**config.mk**
```make
export PLATFORM = sky130hd
export DESIGN_NAME = rename_port_scheduler_flat
export DESIGN_NICKNAME = d
export VERILOG_FILES = /design/src/rtl/rename_port_scheduler_if.sv /design/src/rtl/rename_port_scheduler.sv /design/src/flat_wrapper.sv
export SDC_FILE = /design/constraint.sdc
export NUM_CORES = 1
export LEC_CHECK = 0
export CELL_PAD_IN_SITES_DETAIL_PLACEMENT = 0
export CELL_PAD_IN_SITES_GLOBAL_PLACEMENT = 1
export CORE_MARGIN = 4
export CORE_UTILIZATION = 26
export DETAILED_ROUTE_END_ITERATION = 8
export PLACE_DENSITY = 0.89
export REMOVE_ABC_BUFFERS = 1
export SLEW_MARGIN = 5
export SYNTH_ARGS = -nofsm -noshare
export SYNTH_HDL_FRONTEND = slang
export SYNTH_SLANG_ARGS = --single-unit
```
**constraint.sdc**
```tcl
create_clock -name clk -period 1.65 [get_ports clk]
set_input_delay 0.33 -clock clk [delete_from_list [all_inputs] [get_ports clk]]
set_output_delay 0.33 -clock clk [all_outputs]
set_load 0.01 [all_outputs]
```
**src/rtl/rename_port_scheduler_if.sv**
```systemverilog
// Bundle between dispatch requesters / register file (master side) and the
// rename port scheduler (slave side).
interface rename_port_scheduler_if #(
   parameter int unsigned NUM_REQ = 2
);
   logic [NUM_REQ-1:0]   req_valid;
   logic [NUM_REQ-1:0]   req_is_simple;
   logic [NUM_REQ-1:0]   req_is_branch_or_store;
   logic [NUM_REQ-1:0]   req_op1_flag;
   logic [NUM_REQ-1:0]   req_op2_flag;
   logic [4*NUM_REQ-1:0] req_id;
   logic [4*NUM_REQ-1:0] req_rd_rename;
   logic [5*NUM_REQ-1:0] req_op1_reg;
   logic [5*NUM_REQ-1:0] req_op2_reg;
   logic [5*NUM_REQ-1:0] req_rd;

   logic        rename_need;
   logic        rename_need_ins_is_simple;
   logic        rename_need_ins_is_branch_or_store;
   logic        operand_1_flag;
   logic        operand_2_flag;
   logic [3:0]  rename_need_id;
   logic [3:0]  new_ins_rd_rename;
   logic [4:0]  operand_1_reg;
   logic [4:0]  operand_2_reg;
   logic [4:0]  new_ins_rd;

   logic        rename_finish;
   logic        simple_ins_commit;
   logic [3:0]  rename_finish_id;
   logic [3:0]  simple_ins_rename;
   logic        operand_1_busy;
   logic        operand_2_busy;
   logic [3:0]  operand_1_rename;
   logic [3:0]  operand_2_rename;
   logic [31:0] operand_1_data_from_reg;
   logic [31:0] operand_2_data_from_reg;

   logic [NUM_REQ-1:0] req_ack;
   logic        ack_op1_busy;
   logic        ack_op2_busy;
   logic [3:0]  ack_op1_rename;
   logic [3:0]  ack_op2_rename;
   logic [31:0] ack_op1_data;
   logic [31:0] ack_op2_data;

   modport master (
      output req_valid, req_is_simple, req_is_branch_or_store, req_op1_flag, req_op2_flag,
             req_id, req_rd_rename, req_op1_reg, req_op2_reg, req_rd,
             rename_finish, simple_ins_commit, rename_finish_id, simple_ins_rename,
             operand_1_busy, operand_2_busy, operand_1_rename, operand_2_rename,
             operand_1_data_from_reg, operand_2_data_from_reg,
      input  rename_need, rename_need_ins_is_simple, rename_need_ins_is_branch_or_store,
             operand_1_flag, operand_2_flag, rename_need_id, new_ins_rd_rename,
             operand_1_reg, operand_2_reg, new_ins_rd,
             req_ack, ack_op1_busy, ack_op2_busy, ack_op1_rename, ack_op2_rename,
             ack_op1_data, ack_op2_data
   );

   modport slave (
      input  req_valid, req_is_simple, req_is_branch_or_store, req_op1_flag, req_op2_flag,
             req_id, req_rd_rename, req_op1_reg, req_op2_reg, req_rd,
             rename_finish, simple_ins_commit, rename_finish_id, simple_ins_rename,
             operand_1_busy, operand_2_busy, operand_1_rename, operand_2_rename,
             operand_1_data_from_reg, operand_2_data_from_reg,
      output rename_need, rename_need_ins_is_simple, rename_need_ins_is_branch_or_store,
             operand_1_flag, operand_2_flag, rename_need_id, new_ins_rd_rename,
             operand_1_reg, operand_2_reg, new_ins_rd,
             req_ack, ack_op1_busy, ack_op2_busy, ack_op1_rename, ack_op2_rename,
             ack_op1_data, ack_op2_data
   );
endinterface

```
**src/rtl/rename_port_scheduler.sv**
```systemverilog
// Round-robin arbiter sharing the register file rename/operand-lookup port
// between dispatch requesters; one request outstanding at a time.
module rename_port_scheduler #(
   parameter int unsigned NUM_REQ = 2,
   parameter int unsigned TIMEOUT = 15
) (
   input  logic                   clk,
   input  logic                   rst,
   input  logic                   rdy,
   input  logic                   register_flush,
   rename_port_scheduler_if.slave bus,
   output logic                   busy,
   output logic                   timeout_err
);
   localparam int unsigned IDX_W = (NUM_REQ > 2) ? 2 : 1;
   localparam int unsigned CNT_W = 4;
   localparam int unsigned TAG_W = 4;
   localparam int unsigned REG_W = 5;

   typedef enum logic [1:0] {IDLE, ISSUE, WAIT, ACK} state_e;

   state_e               state_q;
   logic [IDX_W-1:0]     gidx_q, rr_q, rr_d, grant_c;
   logic [CNT_W-1:0]     cnt_q;
   logic                 found_c, match_c;
   logic                 need_q, simple_q, bos_q, f1_q, f2_q, busy_q, terr_q;
   logic [TAG_W-1:0]     id_q, rdren_q;
   logic [REG_W-1:0]     op1reg_q, op2reg_q, rd_q;
   logic [NUM_REQ-1:0]   ack_q;
   logic                 a1b_q, a2b_q;
   logic [TAG_W-1:0]     a1r_q, a2r_q;
   logic [31:0]          a1d_q, a2d_q;
   logic                 sel_simple, sel_bos, sel_f1, sel_f2;
   logic [TAG_W-1:0]     sel_id, sel_rdren;
   logic [REG_W-1:0]     sel_op1, sel_op2, sel_rd;
   int unsigned          cand;

   // First valid requester at or after rr_q, with wrap, and its bundle.
   always_comb begin
      found_c    = 1'b0;
      grant_c    = '0;
      cand       = 0;
      sel_simple = 1'b0;
      sel_bos    = 1'b0;
      sel_f1     = 1'b0;
      sel_f2     = 1'b0;
      sel_id     = '0;
      sel_rdren  = '0;
      sel_op1    = '0;
      sel_op2    = '0;
      sel_rd     = '0;
      for (int unsigned k = 0; k < NUM_REQ; k++) begin
         cand = 32'(rr_q) + k;
         if (cand >= NUM_REQ) cand = cand - NUM_REQ;
         if (!found_c && bus.req_valid[IDX_W'(cand)]) begin
            found_c = 1'b1;
            grant_c = IDX_W'(cand);
         end
      end
      for (int unsigned i = 0; i < NUM_REQ; i++) begin
         if (IDX_W'(i) == grant_c) begin
            sel_simple = bus.req_is_simple[i];
            sel_bos    = bus.req_is_branch_or_store[i];
            sel_f1     = bus.req_op1_flag[i];
            sel_f2     = bus.req_op2_flag[i];
            sel_id     = bus.req_id[i*TAG_W +: TAG_W];
            sel_rdren  = bus.req_rd_rename[i*TAG_W +: TAG_W];
            sel_op1    = bus.req_op1_reg[i*REG_W +: REG_W];
            sel_op2    = bus.req_op2_reg[i*REG_W +: REG_W];
            sel_rd     = bus.req_rd[i*REG_W +: REG_W];
         end
      end
      rr_d = (32'(grant_c) + 1 >= NUM_REQ) ? '0 : grant_c + IDX_W'(1);
   end

   // Simple ops complete on the commit tag, everything else on the ROB tag.
   assign match_c = simple_q ? (bus.simple_ins_commit && (bus.simple_ins_rename == rdren_q))
                             : (bus.rename_finish && (bus.rename_finish_id == id_q));

   always_ff @(posedge clk) begin
      if (!rst) begin
         state_q  <= IDLE;
         gidx_q   <= '0;
         rr_q     <= '0;
         cnt_q    <= '0;
         need_q   <= 1'b0;
         simple_q <= 1'b0;
         bos_q    <= 1'b0;
         f1_q     <= 1'b0;
         f2_q     <= 1'b0;
         id_q     <= '0;
         rdren_q  <= '0;
         op1reg_q <= '0;
         op2reg_q <= '0;
         rd_q     <= '0;
         ack_q    <= '0;
         a1b_q    <= 1'b0;
         a2b_q    <= 1'b0;
         a1r_q    <= '0;
         a2r_q    <= '0;
         a1d_q    <= '0;
         a2d_q    <= '0;
         busy_q   <= 1'b0;
         terr_q   <= 1'b0;
      end else if (rdy) begin
         if (register_flush) begin
            state_q <= IDLE;
            need_q  <= 1'b0;
            ack_q   <= '0;
            cnt_q   <= '0;
            busy_q  <= 1'b0;
         end else begin
            need_q <= 1'b0;
            ack_q  <= '0;
            unique case (state_q)
               IDLE: if (found_c) begin
                  gidx_q   <= grant_c;
                  rr_q     <= rr_d;
                  simple_q <= sel_simple;
                  bos_q    <= sel_bos;
                  f1_q     <= sel_f1;
                  f2_q     <= sel_f2;
                  id_q     <= sel_id;
                  rdren_q  <= sel_rdren;
                  op1reg_q <= sel_op1;
                  op2reg_q <= sel_op2;
                  rd_q     <= sel_rd;
                  need_q   <= 1'b1;
                  busy_q   <= 1'b1;
                  state_q  <= ISSUE;
               end
               ISSUE: begin
                  cnt_q   <= '0;
                  state_q <= WAIT;
               end
               WAIT: begin
                  if (match_c) begin
                     if (!simple_q) begin
                        a1b_q <= bus.operand_1_busy;
                        a2b_q <= bus.operand_2_busy;
                        a1r_q <= bus.operand_1_rename;
                        a2r_q <= bus.operand_2_rename;
                        a1d_q <= bus.operand_1_data_from_reg;
                        a2d_q <= bus.operand_2_data_from_reg;
                     end
                     ack_q   <= NUM_REQ'(1) << gidx_q;
                     cnt_q   <= '0;
                     state_q <= ACK;
                  end else if (cnt_q == CNT_W'(TIMEOUT - 1)) begin
                     terr_q  <= 1'b1;
                     cnt_q   <= '0;
                     need_q  <= 1'b1;
                     state_q <= ISSUE;
                  end else begin
                     cnt_q <= cnt_q + CNT_W'(1);
                  end
               end
               ACK: begin
                  busy_q  <= 1'b0;
                  state_q <= IDLE;
               end
               default: state_q <= IDLE;
            endcase
         end
      end
   end

   assign bus.rename_need                        = need_q;
   assign bus.rename_need_ins_is_simple          = simple_q;
   assign bus.rename_need_ins_is_branch_or_store = bos_q;
   assign bus.operand_1_flag                     = f1_q;
   assign bus.operand_2_flag                     = f2_q;
   assign bus.rename_need_id                     = id_q;
   assign bus.new_ins_rd_rename                  = rdren_q;
   assign bus.operand_1_reg                      = op1reg_q;
   assign bus.operand_2_reg                      = op2reg_q;
   assign bus.new_ins_rd                         = rd_q;
   assign bus.req_ack                            = ack_q;
   assign bus.ack_op1_busy                       = a1b_q;
   assign bus.ack_op2_busy                       = a2b_q;
   assign bus.ack_op1_rename                     = a1r_q;
   assign bus.ack_op2_rename                     = a2r_q;
   assign bus.ack_op1_data                       = a1d_q;
   assign bus.ack_op2_data                       = a2d_q;
   assign busy                                   = busy_q;
   assign timeout_err                            = terr_q;
endmodule

```
**src/flat_wrapper.sv**
```systemverilog
// flat-port wrapper written by rule: the top's interface ports become plain ports
module rename_port_scheduler_flat 
#(
   parameter int unsigned NUM_REQ = 2,
   parameter int unsigned TIMEOUT = 15
)
  (clk, rst, rdy, register_flush, busy, timeout_err, bus_req_valid, bus_req_is_simple, bus_req_is_branch_or_store, bus_req_op1_flag, bus_req_op2_flag, bus_req_id, bus_req_rd_rename, bus_req_op1_reg, bus_req_op2_reg, bus_req_rd, bus_rename_finish, bus_simple_ins_commit, bus_rename_finish_id, bus_simple_ins_rename, bus_operand_1_busy, bus_operand_2_busy, bus_operand_1_rename, bus_operand_2_rename, bus_operand_1_data_from_reg, bus_operand_2_data_from_reg, bus_rename_need, bus_rename_need_ins_is_simple, bus_rename_need_ins_is_branch_or_store, bus_operand_1_flag, bus_operand_2_flag, bus_rename_need_id, bus_new_ins_rd_rename, bus_operand_1_reg, bus_operand_2_reg, bus_new_ins_rd, bus_req_ack, bus_ack_op1_busy, bus_ack_op2_busy, bus_ack_op1_rename, bus_ack_op2_rename, bus_ack_op1_data, bus_ack_op2_data);
  rename_port_scheduler_if #(.NUM_REQ(NUM_REQ)) bus_i ();
  input  logic clk;
  input  logic rst;
  input  logic rdy;
  input  logic register_flush;
  output logic busy;
  output logic timeout_err;
  input wire logic [$bits(bus_i.req_valid)-1:0] bus_req_valid;
  input wire logic [$bits(bus_i.req_is_simple)-1:0] bus_req_is_simple;
  input wire logic [$bits(bus_i.req_is_branch_or_store)-1:0] bus_req_is_branch_or_store;
  input wire logic [$bits(bus_i.req_op1_flag)-1:0] bus_req_op1_flag;
  input wire logic [$bits(bus_i.req_op2_flag)-1:0] bus_req_op2_flag;
  input wire logic [$bits(bus_i.req_id)-1:0] bus_req_id;
  input wire logic [$bits(bus_i.req_rd_rename)-1:0] bus_req_rd_rename;
  input wire logic [$bits(bus_i.req_op1_reg)-1:0] bus_req_op1_reg;
  input wire logic [$bits(bus_i.req_op2_reg)-1:0] bus_req_op2_reg;
  input wire logic [$bits(bus_i.req_rd)-1:0] bus_req_rd;
  input wire logic [$bits(bus_i.rename_finish)-1:0] bus_rename_finish;
  input wire logic [$bits(bus_i.simple_ins_commit)-1:0] bus_simple_ins_commit;
  input wire logic [$bits(bus_i.rename_finish_id)-1:0] bus_rename_finish_id;
  input wire logic [$bits(bus_i.simple_ins_rename)-1:0] bus_simple_ins_rename;
  input wire logic [$bits(bus_i.operand_1_busy)-1:0] bus_operand_1_busy;
  input wire logic [$bits(bus_i.operand_2_busy)-1:0] bus_operand_2_busy;
  input wire logic [$bits(bus_i.operand_1_rename)-1:0] bus_operand_1_rename;
  input wire logic [$bits(bus_i.operand_2_rename)-1:0] bus_operand_2_rename;
  input wire logic [$bits(bus_i.operand_1_data_from_reg)-1:0] bus_operand_1_data_from_reg;
  input wire logic [$bits(bus_i.operand_2_data_from_reg)-1:0] bus_operand_2_data_from_reg;
  output wire logic [$bits(bus_i.rename_need)-1:0] bus_rename_need;
  output wire logic [$bits(bus_i.rename_need_ins_is_simple)-1:0] bus_rename_need_ins_is_simple;
  output wire logic [$bits(bus_i.rename_need_ins_is_branch_or_store)-1:0] bus_rename_need_ins_is_branch_or_store;
  output wire logic [$bits(bus_i.operand_1_flag)-1:0] bus_operand_1_flag;
  output wire logic [$bits(bus_i.operand_2_flag)-1:0] bus_operand_2_flag;
  output wire logic [$bits(bus_i.rename_need_id)-1:0] bus_rename_need_id;
  output wire logic [$bits(bus_i.new_ins_rd_rename)-1:0] bus_new_ins_rd_rename;
  output wire logic [$bits(bus_i.operand_1_reg)-1:0] bus_operand_1_reg;
  output wire logic [$bits(bus_i.operand_2_reg)-1:0] bus_operand_2_reg;
  output wire logic [$bits(bus_i.new_ins_rd)-1:0] bus_new_ins_rd;
  output wire logic [$bits(bus_i.req_ack)-1:0] bus_req_ack;
  output wire logic [$bits(bus_i.ack_op1_busy)-1:0] bus_ack_op1_busy;
  output wire logic [$bits(bus_i.ack_op2_busy)-1:0] bus_ack_op2_busy;
  output wire logic [$bits(bus_i.ack_op1_rename)-1:0] bus_ack_op1_rename;
  output wire logic [$bits(bus_i.ack_op2_rename)-1:0] bus_ack_op2_rename;
  output wire logic [$bits(bus_i.ack_op1_data)-1:0] bus_ack_op1_data;
  output wire logic [$bits(bus_i.ack_op2_data)-1:0] bus_ack_op2_data;
  assign bus_i.req_valid = bus_req_valid;
  assign bus_i.req_is_simple = bus_req_is_simple;
  assign bus_i.req_is_branch_or_store = bus_req_is_branch_or_store;
  assign bus_i.req_op1_flag = bus_req_op1_flag;
  assign bus_i.req_op2_flag = bus_req_op2_flag;
  assign bus_i.req_id = bus_req_id;
  assign bus_i.req_rd_rename = bus_req_rd_rename;
  assign bus_i.req_op1_reg = bus_req_op1_reg;
  assign bus_i.req_op2_reg = bus_req_op2_reg;
  assign bus_i.req_rd = bus_req_rd;
  assign bus_i.rename_finish = bus_rename_finish;
  assign bus_i.simple_ins_commit = bus_simple_ins_commit;
  assign bus_i.rename_finish_id = bus_rename_finish_id;
  assign bus_i.simple_ins_rename = bus_simple_ins_rename;
  assign bus_i.operand_1_busy = bus_operand_1_busy;
  assign bus_i.operand_2_busy = bus_operand_2_busy;
  assign bus_i.operand_1_rename = bus_operand_1_rename;
  assign bus_i.operand_2_rename = bus_operand_2_rename;
  assign bus_i.operand_1_data_from_reg = bus_operand_1_data_from_reg;
  assign bus_i.operand_2_data_from_reg = bus_operand_2_data_from_reg;
  assign bus_rename_need = bus_i.rename_need;
  assign bus_rename_need_ins_is_simple = bus_i.rename_need_ins_is_simple;
  assign bus_rename_need_ins_is_branch_or_store = bus_i.rename_need_ins_is_branch_or_store;
  assign bus_operand_1_flag = bus_i.operand_1_flag;
  assign bus_operand_2_flag = bus_i.operand_2_flag;
  assign bus_rename_need_id = bus_i.rename_need_id;
  assign bus_new_ins_rd_rename = bus_i.new_ins_rd_rename;
  assign bus_operand_1_reg = bus_i.operand_1_reg;
  assign bus_operand_2_reg = bus_i.operand_2_reg;
  assign bus_new_ins_rd = bus_i.new_ins_rd;
  assign bus_req_ack = bus_i.req_ack;
  assign bus_ack_op1_busy = bus_i.ack_op1_busy;
  assign bus_ack_op2_busy = bus_i.ack_op2_busy;
  assign bus_ack_op1_rename = bus_i.ack_op1_rename;
  assign bus_ack_op2_rename = bus_i.ack_op2_rename;
  assign bus_ack_op1_data = bus_i.ack_op1_data;
  assign bus_ack_op2_data = bus_i.ack_op2_data;
  rename_port_scheduler #(.NUM_REQ(NUM_REQ), .TIMEOUT(TIMEOUT)) u_core (.clk(clk), .rst(rst), .rdy(rdy), .register_flush(register_flush), .bus(bus_i), .busy(busy), .timeout_err(timeout_err));
endmodule
```
==> results.sh <==
export IMPL_track_usage=0.1529
export IMPL_synth_top_cell_by_area="dfxtp_1"
export IMPL_fin_util=0.4978
export IMPL_synth_seq_cells=114
export IMPL_drive_gt1_frac=0.3169
export IMPL_worst_path_dominant_cell_family="buffers and inverters"
export IMPL_crit_type="input port to flop"
export IMPL_netSwitchingPower_mw=1.674
export IMPL_ys_seq_area_frac=0.4608
export IMPL_crit_required_ns=1.99
export IMPL_syn2layout_area_growth_pct=88.02
export IMPL_rsz0062_at_grt="yes"
export IMPL_vias=4902
export IMPL_path_cells="clkdlybuf4s50_1 > a221o_1 > nor4_4 > o2111a_2 > buf_12 > buf_12 > buf_16 > nand2_2 > a21oi_2"
export IMPL_tightestPinTransition_ns=0.3462
export IMPL_hold_viol_final=0
export IMPL_hp_class="flop to flop"
export IMPL_peakVddDrop_uv=600.4
export IMPL_dieArea_um2=21320
export IMPL_r2r_start="u_core.bus.rename_need_id[2]"
export IMPL_violations="negative setup slack"
export IMPL_synth_distinct_cells=41
export IMPL_r2r_cells=9
export IMPL_startpoint="bus_simple_ins_rename[3]"
export IMPL_drt_pass1_iterations=4
export IMPL_final_nets=986
export IMPL_clk_pin_slew_ns=0.06
export IMPL_grt_pass1_wl_um=26180
export IMPL_overflow=0
export IMPL_min_to="u_core.bus.ack_op2_data[27]"
export IMPL_internal_power_mw=5.699
export IMPL_swShare=0.2271
export IMPL_antenna_found_initial=0
export IMPL_skew_ns=0.01124
export IMPL_cp_arrival_ns=2.19
export IMPL_dp_hpwl_um=11960
export IMPL_first_iter_violations=135
export IMPL_drv_slew=0
export IMPL_die_y_um=146.0
export IMPL_synth_top_family_by_area="simple AND/OR/NAND/NOR gates"
export IMPL_grt_max_degree=52
export IMPL_drc=0
export IMPL_setup_slack_ns=-0.1985
export IMPL_drv_cap=0
export IMPL_synth_simple_gate_area_frac=0.2069
export IMPL_synth_compound_area_frac=0.1968
export IMPL_avgSynthCellArea_um2=9.222
export IMPL_ant_nets=0
export IMPL_synthXorXnorAreaFrac=0.01061
export IMPL_num_io_pins=250
export IMPL_synthAdderAreaFrac=0.005053
export IMPL_clk_latency_ns=0.40
export IMPL_r2r_end="u_core.bus.ack_op2_data[12]"
export IMPL_holdPathStages=2
export IMPL_diodes=0
export IMPL_relSlewSlack=0.7671
export IMPL_grt_pass1_vias=4972
export IMPL_synthCells=537
export IMPL_r2r_slack_ns=-0.20
export IMPL_globalplace_congestion=0.7638
export IMPL_power_frac_seq=0.386
export IMPL_hold_start="u_core.bus.ack_op2_data[27]"
export IMPL_synthesis_area_um2=4952
export IMPL_final_cells=1086
export IMPL_netlist_area_leader_share=0.4608
export IMPL_std_cell_rows=50
export IMPL_cts_root_buf="clkbuf_16"
export IMPL_cts_buffer_depth=2
export IMPL_muxShareOfSynthArea=0.05457
export IMPL_core_um2=18710
export IMPL_cp_num_buf_inv=4
export IMPL_crit_path_max_fanout=8
export IMPL_post_route_min_period_ns=1.848
export IMPL_status="finished, violations left"
export IMPL_cts_tree="done"
export IMPL_avgRoutedWirePerCell_um=16.19
export IMPL_comb_power_share=0.131
export IMPL_cpMostUsedCell="buf_12"
export IMPL_post_route_period_util=1.120
export IMPL_yosys_warnings=0
export IMPL_dpl_cell_count=1037
export IMPL_worstSetupStartpointType="input port"
export IMPL_die_width_um=146.0
export IMPL_power_frac_clock=0.483
export IMPL_port_buffer_count=249
export IMPL_start_util=0.2647
export IMPL_crit_slowest_cell="clkdlybuf4s50_1"
export IMPL_power_density_nw_per_um2=791.8
export IMPL_post_drt_via_cell_ratio=4.514
export IMPL_setup_viol=77
export IMPL_end_kind="flop"
export IMPL_p_leak_nw=4.524
export IMPL_numCtsBuffers=17
export IMPL_fmax_mhz=541.0
export IMPL_n_fill_cell=1751
export IMPL_cts_sinks=114
export IMPL_critPathMaxStageDelay_ns=0.45
export IMPL_htreeDepth=4
export IMPL_synthTopCellsByArea="dfxtp_1 46%, a21oi_2 11%, nand2_2 7.6%, nand2_1 7.0%, mux2i_1 5.5%"
export IMPL_wl_um=17580
## metrics by stage
step                      hold WS (ns)  setup WS (ns)  power [mW]  TNS, ns  area [µm²]
final                           0.4445        -0.1985       7.373   -11.12        9311
after CTS                       0.4473        -0.2005       7.435   -13.33        8877
after global routing            0.4645        -0.3054       7.694   -20.41        9311
after floorplan                 0.4478         -2.351       3.178  -250.53        4667
after detailed placement        0.4421        -0.6855       3.837   -60.13        8066
after global placement          0.4347        -0.6350       3.830   -57.09        8066
## power by group through the flow
stage               sequential, mW  clock (mW)  combinational, mW
floorplan                     2.92           0              0.254
global placement              2.90           0              0.931
detailed placement            2.90           0              0.935
CTS                           2.85        3.66              0.931
global route                  2.85        3.81               1.03
finish                        2.85        3.56              0.964
## area by class of cell
type                       instances  area (µm²)  share of cell area
clock buffer                      23       508.0             0.05456
tap                              234       292.8             0.03144
sequential                       114        2291              0.2460
multi-input combinational        373        2577              0.2768
inverter                          10       40.04            0.004300
clock inverter                     8       76.32            0.008197
timing repair buffer             324        3526              0.3787
## tightest hold or removal path, stage by stage (launching register included)
cell	delay (ns)
dfxtp_1	0.30
nand2_1	0.05
a21oi_1	0.05
## synth_stat cells
cell / count
a211o_1: 1
a211oi_1: 27
a21oi_1: 21
a21oi_2: 60
a221o_1: 1
a22oi_1: 1
a32oi_1: 1
and4_1: 1
buf_12: 7
buf_2: 17
clkbuf_1: 16
dfxtp_1: 114
ha_1: 2
inv_1: 10
mux2i_1: 27
nand2_1: 92
nand2_2: 60
nand3_1: 6
nand4_1: 2
nor2_1: 33
nor2b_1: 3
nor3_1: 4
nor4_1: 5
nor4_4: 1
nor4b_1: 1
nor4bb_1: 1
o2111a_2: 1
o2111ai_1: 1
o211ai_1: 1
o21a_1: 2
o21ai_0: 3
o21ai_1: 1
o21bai_1: 1
o221a_2: 1
o22ai_1: 1
o31a_1: 1
o41ai_1: 1
or2_2: 1
or3_1: 2
xnor2_1: 1
xor2_1: 5
## cell families after synthesis
| logic type | after synthesis |
|---|---|
| compound gates | 126 |
| fa+ha+maj | 2 |
| xor+xnor | 6 |
| mux | 27 |
| buf+inv | 50 |
| simple gates | 212 |
| flops | 114 |
## layer usage
metal	wire, µm	vias to the layer above	part of all wire	GRT usage
met5	0	-	0	0
met4	194	0	0.011	0.04280
met3	1710	10	0.097	0.07573
met2	8416	177	0.48	0.2503
met1	7258	2278	0.41	0.1780
li1	-	2437	-	-
## cells in the final DEF (no fill, tap or decap), types with 2 or more instances in the layout
master and n:
mux2i_1 27, clkdlybuf4s50_1 164, buf_12 13, dlymetal6s2s_1 58
clkinvlp_4 3, ha_1 2, or3_1 2, buf_4 47
clkinv_2 3, buf_6 5, nor4_1 3, a211oi_1 27
dfxtp_2 7, nand2_1 80, nor4_4 3, clkbuf_16 21
clkbuf_8 6, nand3_1 6, a21oi_1 17, a21oi_2 64
nand2_2 61, o21a_1 2, nand4_1 2, nor2b_1 3
dfxtp_1 107, inv_2 2, dlygate4sd2_1 27, inv_1 7
nand2_4 11, nor2_1 31, buf_16 5, nor3_1 3
xor2_1 5
## worst max path at each step
stage / end / depth (start not counted)
global route: u_core.bus.ack_op2_data[12] / 9
detailed placement: u_core.bus.ack_op1_data[0] / 8
finish: u_core.bus.ack_op2_data[12] / 9
CTS: u_core.bus.ack_op1_data[21] / 9
global placement: u_core.bus.ack_op2_rename[1] / 8
floorplan: u_core.bus.ack_op1_busy / 6
## timing repair
action,CTS,global route
pin swaps,10,42
setup buffers,7,5
gates cloned,4,5
endpoints found under the setup margin,106,166
gates resized for setup,50,101
hold buffers,0,0
Note: power is estimated with default switching activity, not from simulation.
